## src/rtl/secretkey_bram_reader.sv

```systemverilog
// Streams the PA-finished secret key out of port B of Bob's secret-key BRAM as 64-bit words.
// Define SECRETKEY_ZEROIZE_EN to have the read-out followed by a zero-write of every word it read.
module secretkey_bram_reader #(
   parameter int RD_LATENCY = 2,
   parameter int FIFO_DEPTH = 4,
   parameter int HALF_WORDS = 16384
) (
   input  logic        clock_100M,
   input  logic        reset,
   input  logic        start,
   input  logic [31:0] secretkey_length,
   input  logic        key_addr_index,
   output logic [14:0] bram_addrb,
   output logic        bram_enb,
   input  logic [63:0] bram_doutb,
   output logic [7:0]  bram_web,
   output logic [63:0] bram_dinb,
   output logic [63:0] key_tdata,
   output logic        key_tvalid,
   input  logic        key_tready,
   output logic        key_tlast,
   output logic        busy,
   output logic        rd_done,
   output logic        rd_fail
);

   // state | meaning
   // IDLE  | waiting for start
   // CHECK | one cycle to validate the latched length
   // READ  | issuing BRAM reads, throttled by FIFO room
   // DRAIN | all reads issued, waiting for the FIFO to empty
   // ZERO  | writing zeros over the words just read (zeroize builds only)
   // DONE  | rd_done pulse
   // FAIL  | rd_fail pulse, no BRAM access
   localparam int CNT_W  = $clog2(HALF_WORDS + 1);
   localparam int PTR_W  = $clog2(FIFO_DEPTH);
   localparam int FCNT_W = $clog2(FIFO_DEPTH + 1);

   typedef enum logic [2:0] {
      IDLE, CHECK, READ, DRAIN,
`ifdef SECRETKEY_ZEROIZE_EN
      ZERO,
`endif
      DONE, FAIL
   } state_t;

   state_t              state_q, state_d;
   logic [31:0]         len_q, len_d;
   logic [14:0]         base_q, base_d;
   logic [CNT_W-1:0]    n_q, n_d;
   logic [CNT_W-1:0]    rd_cnt_q, rd_cnt_d;
   logic [CNT_W-1:0]    push_idx_q, push_idx_d;
   logic [RD_LATENCY-1:0] vld_q, vld_d;
   logic [63:0]         mem_q [FIFO_DEPTH];
   logic [63:0]         mem_d [FIFO_DEPTH];
   logic [FIFO_DEPTH-1:0] last_q, last_d;
   logic [PTR_W-1:0]    wr_ptr_q, wr_ptr_d, rd_ptr_q, rd_ptr_d;
   logic [FCNT_W-1:0]   count_q, count_d;
   logic [14:0]         addr_q, addr_d;
   logic                enb_q, enb_d;
   logic [63:0]         tdata_q, tdata_d;
   logic                tvalid_q, tvalid_d, tlast_q, tlast_d;
   logic                busy_q, busy_d, done_q, done_d, fail_q, fail_d;
`ifdef SECRETKEY_ZEROIZE_EN
   logic [7:0]          web_q, web_d;
`endif

   logic [32:0] n_full;
   logic        len_ok, rd_issue, push, pop, push_last, issue_next;
   logic [63:0] push_mask;

   always_comb begin
      state_d    = state_q;
      len_d      = len_q;
      base_d     = base_q;
      n_d        = n_q;
      rd_cnt_d   = rd_cnt_q;
      push_idx_d = push_idx_q;
      wr_ptr_d   = wr_ptr_q;
      rd_ptr_d   = rd_ptr_q;
      count_d    = count_q;
      mem_d      = mem_q;
      last_d     = last_q;
      addr_d     = addr_q;

      n_full    = ({1'b0, len_q} + 33'd63) >> 6;
      len_ok    = (len_q != '0) && (n_full <= 33'(HALF_WORDS));
      rd_issue  = enb_q && (state_q == READ);
      push      = vld_q[RD_LATENCY-1];
      pop       = tvalid_q && key_tready;
      push_last = (push_idx_q == n_q - CNT_W'(1));
      push_mask = (push_last && (len_q[5:0] != 6'd0)) ? ((64'd1 << len_q[5:0]) - 64'd1) : '1;

      // the masked tail is applied on the way in so the FIFO holds final words
      if (push) begin
         mem_d[wr_ptr_q]  = bram_doutb & push_mask;
         last_d[wr_ptr_q] = push_last;
         wr_ptr_d         = wr_ptr_q + PTR_W'(1);
         push_idx_d       = push_idx_q + CNT_W'(1);
      end
      if (pop) rd_ptr_d = rd_ptr_q + PTR_W'(1);
      if (push && !pop)      count_d = count_q + FCNT_W'(1);
      else if (!push && pop) count_d = count_q - FCNT_W'(1);
      vld_d = RD_LATENCY'({vld_q, rd_issue});

      case (state_q)
         IDLE: if (start) begin
            state_d = CHECK;
            len_d   = secretkey_length;
            base_d  = key_addr_index ? 15'(HALF_WORDS) : 15'd0;
         end
         CHECK: if (!len_ok) state_d = FAIL;
         else begin
            state_d    = READ;
            n_d        = n_full[CNT_W-1:0];
            rd_cnt_d   = '0;
            push_idx_d = '0;
         end
         READ: if (rd_issue) begin
            rd_cnt_d = rd_cnt_q + CNT_W'(1);
            if (rd_cnt_q == n_q - CNT_W'(1)) state_d = DRAIN;
         end
         DRAIN: if ((count_q == '0) && (vld_q == '0)) begin
`ifdef SECRETKEY_ZEROIZE_EN
            state_d  = ZERO;
            rd_cnt_d = '0;
`else
            state_d  = DONE;
`endif
         end
`ifdef SECRETKEY_ZEROIZE_EN
         ZERO: if (rd_cnt_q == n_q - CNT_W'(1)) state_d = DONE;
         else rd_cnt_d = rd_cnt_q + CNT_W'(1);
`endif
         DONE:    state_d = IDLE;
         FAIL:    state_d = IDLE;
         default: state_d = IDLE;
      endcase

      // the enable is decided a cycle ahead from next-cycle occupancy so it can be a flop
      issue_next = (state_d == READ) && (rd_cnt_d < n_d)
                   && ((32'(count_d) + $countones(vld_d)) < FIFO_DEPTH);
`ifdef SECRETKEY_ZEROIZE_EN
      enb_d = issue_next || (state_d == ZERO);
      web_d = (state_d == ZERO) ? 8'hFF : 8'h00;
`else
      enb_d = issue_next;
`endif
      if (enb_d) addr_d = base_q + 15'(rd_cnt_d);

      tvalid_d = (count_d != '0);
      tdata_d  = mem_d[rd_ptr_d];
      tlast_d  = last_d[rd_ptr_d];
      busy_d   = (state_d != IDLE);
      done_d   = (state_d == DONE);
      fail_d   = (state_d == FAIL);
   end

   always_ff @(posedge clock_100M or posedge reset) begin
      if (reset) begin
         state_q    <= IDLE;
         len_q      <= '0;
         base_q     <= '0;
         n_q        <= '0;
         rd_cnt_q   <= '0;
         push_idx_q <= '0;
         vld_q      <= '0;
         mem_q      <= '{default: '0};
         last_q     <= '0;
         wr_ptr_q   <= '0;
         rd_ptr_q   <= '0;
         count_q    <= '0;
         addr_q     <= '0;
         enb_q      <= 1'b0;
         tdata_q    <= '0;
         tvalid_q   <= 1'b0;
         tlast_q    <= 1'b0;
         busy_q     <= 1'b0;
         done_q     <= 1'b0;
         fail_q     <= 1'b0;
`ifdef SECRETKEY_ZEROIZE_EN
         web_q      <= '0;
`endif
      end else begin
         state_q    <= state_d;
         len_q      <= len_d;
         base_q     <= base_d;
         n_q        <= n_d;
         rd_cnt_q   <= rd_cnt_d;
         push_idx_q <= push_idx_d;
         vld_q      <= vld_d;
         mem_q      <= mem_d;
         last_q     <= last_d;
         wr_ptr_q   <= wr_ptr_d;
         rd_ptr_q   <= rd_ptr_d;
         count_q    <= count_d;
         addr_q     <= addr_d;
         enb_q      <= enb_d;
         tdata_q    <= tdata_d;
         tvalid_q   <= tvalid_d;
         tlast_q    <= tlast_d;
         busy_q     <= busy_d;
         done_q     <= done_d;
         fail_q     <= fail_d;
`ifdef SECRETKEY_ZEROIZE_EN
         web_q      <= web_d;
`endif
      end
   end

   assign bram_addrb = addr_q;
   assign bram_enb   = enb_q;
   assign bram_dinb  = '0;
`ifdef SECRETKEY_ZEROIZE_EN
   assign bram_web   = web_q;
`else
   assign bram_web   = 8'h00;
`endif
   assign key_tdata  = tdata_q;
   assign key_tvalid = tvalid_q;
   assign key_tlast  = tlast_q;
   assign busy       = busy_q;
   assign rd_done    = done_q;
   assign rd_fail    = fail_q;

endmodule

```

## config.mk

```make
export PLATFORM = sky130hd
export DESIGN_NAME = secretkey_bram_reader
export DESIGN_NICKNAME = d
export VERILOG_FILES = /design/src/rtl/secretkey_bram_reader.sv
export SDC_FILE = /design/constraint.sdc
export NUM_CORES = 1
export LEC_CHECK = 0
export CELL_PAD_IN_SITES_DETAIL_PLACEMENT = 1
export CELL_PAD_IN_SITES_GLOBAL_PLACEMENT = 1
export CORE_AREA = 8 8 218 241
export DETAILED_ROUTE_END_ITERATION = 6
export DIE_AREA = 0 0 226 249
export PLACE_DENSITY_LB_ADDON = 0.1
export SLEW_MARGIN = 10
export SYNTH_ARGS = -nofsm -noshare
export SYNTH_HDL_FRONTEND = slang
export SYNTH_SLANG_ARGS = --single-unit
```

## constraint.sdc

```tcl
create_clock -name clock_100M -period 41.1 [get_ports clock_100M]
set_input_delay 8.22 -clock clock_100M [delete_from_list [all_inputs] [get_ports clock_100M]]
set_output_delay 8.22 -clock clock_100M [all_outputs]
set_load 0.05 [all_outputs]
```

# [Word-level counts from Yosys, hierarchy flattened]
# Cells that the tools add are included.
[totals] reg_bits=449 out_inout_bits=157 elab_cells=109 inputBits=101
[op_classes] shift=1 add_sub_neg=12 muxes=32 n_reduce_logical=21 n_lt_le_gt_ge=9 n_eq_ne=8 bitwise=3
[op_table] cell="$bwmux 256" count=1
[op_table] cell="$mux 256" count=1
[op_table] cell="$mux 64" count=4
[op_table] cell="$bmux 64 s2" count=1
[op_table] cell="$demux 64 s2" count=1
[op_table] cell="$mux 15" count=8
[op_table] cell="$and 64x64->64" count=1
[op_table] cell="$shl 1x6->64 const A" count=1
[op_table] cell="$sub 64x1->64 const B" count=1
[op_table] cell="$add 32x6->33 const B" count=1
[op_table] cell="$reduce_bool 32->1" count=1
[op_table] cell="$add 15x1->15 const B" count=2
[op_table] cell="$eq 15x15->1" count=2
[op_table] cell="$pmux 15 s2" count=1
[op_table] cell="$le 27x15->1 const B" count=1
[op_table] cell="$mux 3" count=7
[op_table] cell="$add 15x15->15" count=1
[op_table] cell="$lt 15x15->1" count=1
[op_table] cell="$sub 15x1->15 const B" count=1
[op_table] cell="$pmux 3 s4" count=1
[op_table] cell="$logic_and 1x1->1" count=11
[op_table] cell="$eq 3x2->1 const B" count=3
[op_table] cell="$eq 3x3->1 const B" count=2
[op_table] cell="$ge 3x3->1 const B" count=2
[op_table] cell="other kinds (23)" count=30

# [Depth between registers and ports, before layout]
[depth] depth_word=10 ltp_mapped=20 depth_no_buf=16

# [Worst setup path after synthesis]
# Ideal clock, no wire load.
[synth_timing] path_type="input-to-reg" start="in key_tready" end="reg addr_q[0] (netlist: bram_addrb[0])" cell_stages=8 setup_time_ns=0.125 arrival_ns=10.208 slack_ns=30.767 cell_sequence="nand2_1 xnor2_1 ha_1 a21o_1 a2111oi_0 nand4_1 buf_2 mux2_2"
[synth_via] elab_chain_len=7
[synth_rtl] element="from (decl)" line_no="20" source="input logic key_tready,"
[synth_rtl] element="$logic_and 1x1->1 (*)" line_no="90" source="pop = tvalid_q && key_tready;"
[synth_rtl] element="$logic_and 1x1->1 or $logic_not 1->1 (tied branches)" line_no="103, 102"
[synth_rtl] element="$mux 3 or $logic_and 1x1->1 (tied branches)" line_no="103, 102"
[synth_rtl] element="$mux 3 (*)" line_no="102" source="if (push && !pop) count_d = count_q + FCNT_W'(1);"
[synth_rtl] element="named net count_d[0]" line_no="58" source="logic [FCNT_W-1:0] count_q, count_d;"
[synth_rtl] element="$add 3x2->4 (*)" line_no="142" source="&& ((32'(count_d) + $countones(vld_d)) < FIFO_DEPTH);"
[synth_rtl] element="$lt 4x3->1 (*)" line_no="142"
[synth_rtl] element="$logic_and 1x1->1 (*)" line_no="142"
[synth_rtl] element="to (signal assigned)" line_no="197" source="addr_q <= addr_d;"
[synth_rtl] element="to (decl)" line_no="59" source="logic [14:0] addr_q, addr_d;"
# The timed path passes the listed nets; every way through them passes the cells marked *.
# A chain may end at the register's enable or synchronous reset.

# [Worst setup path after layout]
[layout_timing] start="in key_tready" end="reg tdata_q[7] (netlist: key_tdata[7])"
[layout_via] elab_chain_len=6
[layout_rtl] element="$logic_and 1x1->1" line_no="90"
[layout_rtl] element="$mux 2" line_no="101" source="if (pop) rd_ptr_d = rd_ptr_q + PTR_W'(1);"
[layout_rtl] element="$not 2->3 (not written as such)" line_no="152" source="tdata_d = mem_d[rd_ptr_d];"
[layout_rtl] element="$bmux 64 s2" line_no="152"
[layout_rtl] element="$mux 64 (not written as such) (2 in series)" line_no="152"
[layout_rtl] element="named net tdata_d[7]" line_no="61" source="logic [63:0] tdata_q, tdata_d;"
[layout_rtl] element="to (signal assigned)" line_no="199" source="tdata_q <= tdata_d;"
[layout_rtl] element="to (decl)" line_no="61"
# The timed path passes the listed nets, and every way through them passes these cells. The select of a mux whose other input is x is not followed.

==> impl_metrics.yaml <==
detailed_routing:
  wl_per_cell_microns: 23.9
  via_count: 19200
  first_pass_iters: 5
  postRouteWirelength_microns: 76600
  drtAntennaViolNets: 0
  drtIter0Drc: 1237
  drc: 0
  routed_via_density: 6.01
sta:
  fmax_mhz: 88.2
  tightest_slew_ns: 1.18
  slew_headroom: 0.210
  fin_crit_sh: 0.276
  final-hold-violation-count: 0
  rsz0062_at_grt: "no"
  fin_skew_ns: 0.0233
  period_minus_slack_ns: 11.34
  fin_setup_tns_ns: 0
  fin_ws_ns: 29.76
  setup_viol: 0
  maxSlewViolCount: 0
synth:
  syn_area_sq_mm: 0.0225
  synth_edf_count: 0
  yosysTopAreaCell: "dfrtp_1"
  synthFlopType: "dfrtp_1"
  syn_avg_cell_area_sq_um: 9.27
  ys_top_cells_by_area: "dfrtp_1 48%, nand2_1 6.7%, o21ai_0 6.3%, mux2_2 3.1%, nor2_1 2.5%"
  ys_warn_count: 0
  synth_cells: 2421
  yosysTopAreaCellShare: 0.485
  ys_seq_elements: 435
  yosysSeqAreaShare: 0.485
  ys_types: 84
  ys_async_sr_fraction: 1.00
layout:
  fillers: 5463
  syn_to_final_growth_pct: 16.9
  num-nets-final: 2633
  final_area_sq_mm: 0.0263
  final_cell_mix: "435 x dfrtp_1, 395 x nand2_1, 282 x o21ai_0"
  layout_commonest_cell: "dfrtp_1"
  drive_gt1_frac: 0.0884
  n_antenna_cell: 0
  final_cells: 3197
setup_path:
  cp_top_family: "buffers and inverters"
  arrival_ns: 11.83
  critPathLaunch: "key_tready"
  required_ns: 41.59
  cp_cell_sequence: "clkdlybuf4s50_1, nand3_1, xor2_4, buf_4, inv_2, buf_4, nand2_1, o22a_1, o221a_2"
  critPathLaunchType: "input port"
  cpMostUsedCell: "buf_4"
  path_buf_inv: 4
  cp_slowest_cell: "buf_4"
  r2r.worst_path.cells: 16
  cpPeakStageDelay_ns: 0.67
  crit_type: "in2reg"
  r2r_start: "len_q[3]"
  critPathMaxFanout: 63
  critPathCaptureType: "flop"
  critical_path_depth: 9
run:
  maxCapViolCount: 0
global_routing:
  grt_max_degree: 160
  antenna_found_initial: 5
  gr-total-overflow: 0
  grt_pass1_wl_microns: 121000
  gr-usage-all-layers: 0.271
  grt_pass1_vias: 20600
place:
  place_inst: 3109
  placed_area_sq_mm: 0.0245
  gp_congestion: 0.884
  dpl_worst_slack_ns: 29.13
  dp_hpwl_microns: 50400
  io_buffers: 185
power:
  p_leak_nw: 11.5
  powerDensity_mw_per_mm2: 65.6
  ir_drop_mv: 0.0408
clock_network:
  cts.sinks: 435
  holdBufCountCts: 0
  cts_resized: 0
  htree_levels: 2
  insertion_delay_ns: 0.61
  cts_tree: "yes"
  path_clk_slew_ns: 0.06
  clock-root-buffer: "clkbuf_16"
  clk_path_buf_depth: 3
  cts_inserted_buffers: 47
  cts_setup_buffers: 0
floorplanning:
  rows: 85
  die_w_microns: 226
  die_area_sq_mm: 0.0563
  initial_core_util: 0.464
  core_sq_mm: 0.0484
  chipHeight_microns: 249
  io_pins: 258
hold_path:
  hold_depth: 0
  min-delay-start: "vld_q[0]"
  min_path_type: "reg2reg"
status:
  outcome: "complete, no violations"
[Yosys cell counts, types with 48 or more instances]
cell	number
dfrtp_1	435
nand2_1	399
o21ai_0	282
nor2_1	149
clkbuf_1	147
buf_4	73
o22ai_1	64
a31oi_1	62
mux2_2	61
a21oi_1	59
nand3_1	49
inv_1	48
[cells by family after synthesis]
group | count (synthesis) | synth area share
adder cells (fa/ha/maj) | 28 | 0.0154
flip-flops | 435 | 0.485
other | 1 | 0.000167
AO/OA/AOI/OAI | 710 | 0.201
buffers and inverters | 296 | 0.0633
AND/OR/NAND/NOR | 777 | 0.155
XOR/XNOR | 77 | 0.0337
multiplexers | 97 | 0.0472
[path summary, 6_finish.rpt]
path	to	slack, ns
min in group asynchronous	key_tdata[11]	8.17
worst max register to register	bram_addrb[1]	34.62
max in group asynchronous	len_q[6]	31.27
worst min register to register	vld_q[1]	0.42
worst max-delay path	key_tdata[7]	29.76
worst min-delay path	vld_q[1]	0.42
[power breakdown]
part / switching (mW) / leakage, nW / internal [mW] / total, mW
combinational: 0.498 / 6.09 / 0.218 / 0.716
clock: 0.184 / 0.884 / 0.299 / 0.483
sequential: 0.0459 / 4.56 / 0.477 / 0.523
[final cells by class]
class / instances / area, sq um / share of cell area
sequential: 435 / 10900 / 0.415
multi-input combinational: 1761 / 10500 / 0.400
timing repair buffer: 212 / 2070 / 0.0787
clock buffer: 66 / 1430 / 0.0544
tap: 652 / 816 / 0.0311
clock inverter: 22 / 359 / 0.0137
inverter: 49 / 191 / 0.00729
[state kept, by name, summed over array words and instances, names as in the netlist, 2 cells and up]
name	count
mem_q	256
key_tdata	64
len_q	32
bram_addrb	15
n_q	15
push_idx_q	15
rd_cnt_q	15
last_q	4
count_q	3
state_q	3
rd_ptr_q	2
vld_q	2
wr_ptr_q	2
[per-stage QoR]
step | util | power (mW) | hold WS (ns)
after detailed placement | 0.506 | 1.24 | 0.405
after CTS | 0.542 | 1.73 | 0.422
final | 0.542 | 1.72 | 0.418
after global placement | 0.506 | 1.22 | 0.392
after floorplan | - | 0.992 | 0.375
after global routing | 0.542 | 1.79 | 0.440
[per-layer routing]
layer  track usage  vias up  wire [microns]
met4        0.0949        8            2300
met2         0.453      545           37600
met5             0        -              54
met1         0.350     9866           32200
met3        0.0470      138            4430
li1              -     8664               -
Note: power is estimated with default switching activity, not from simulation.
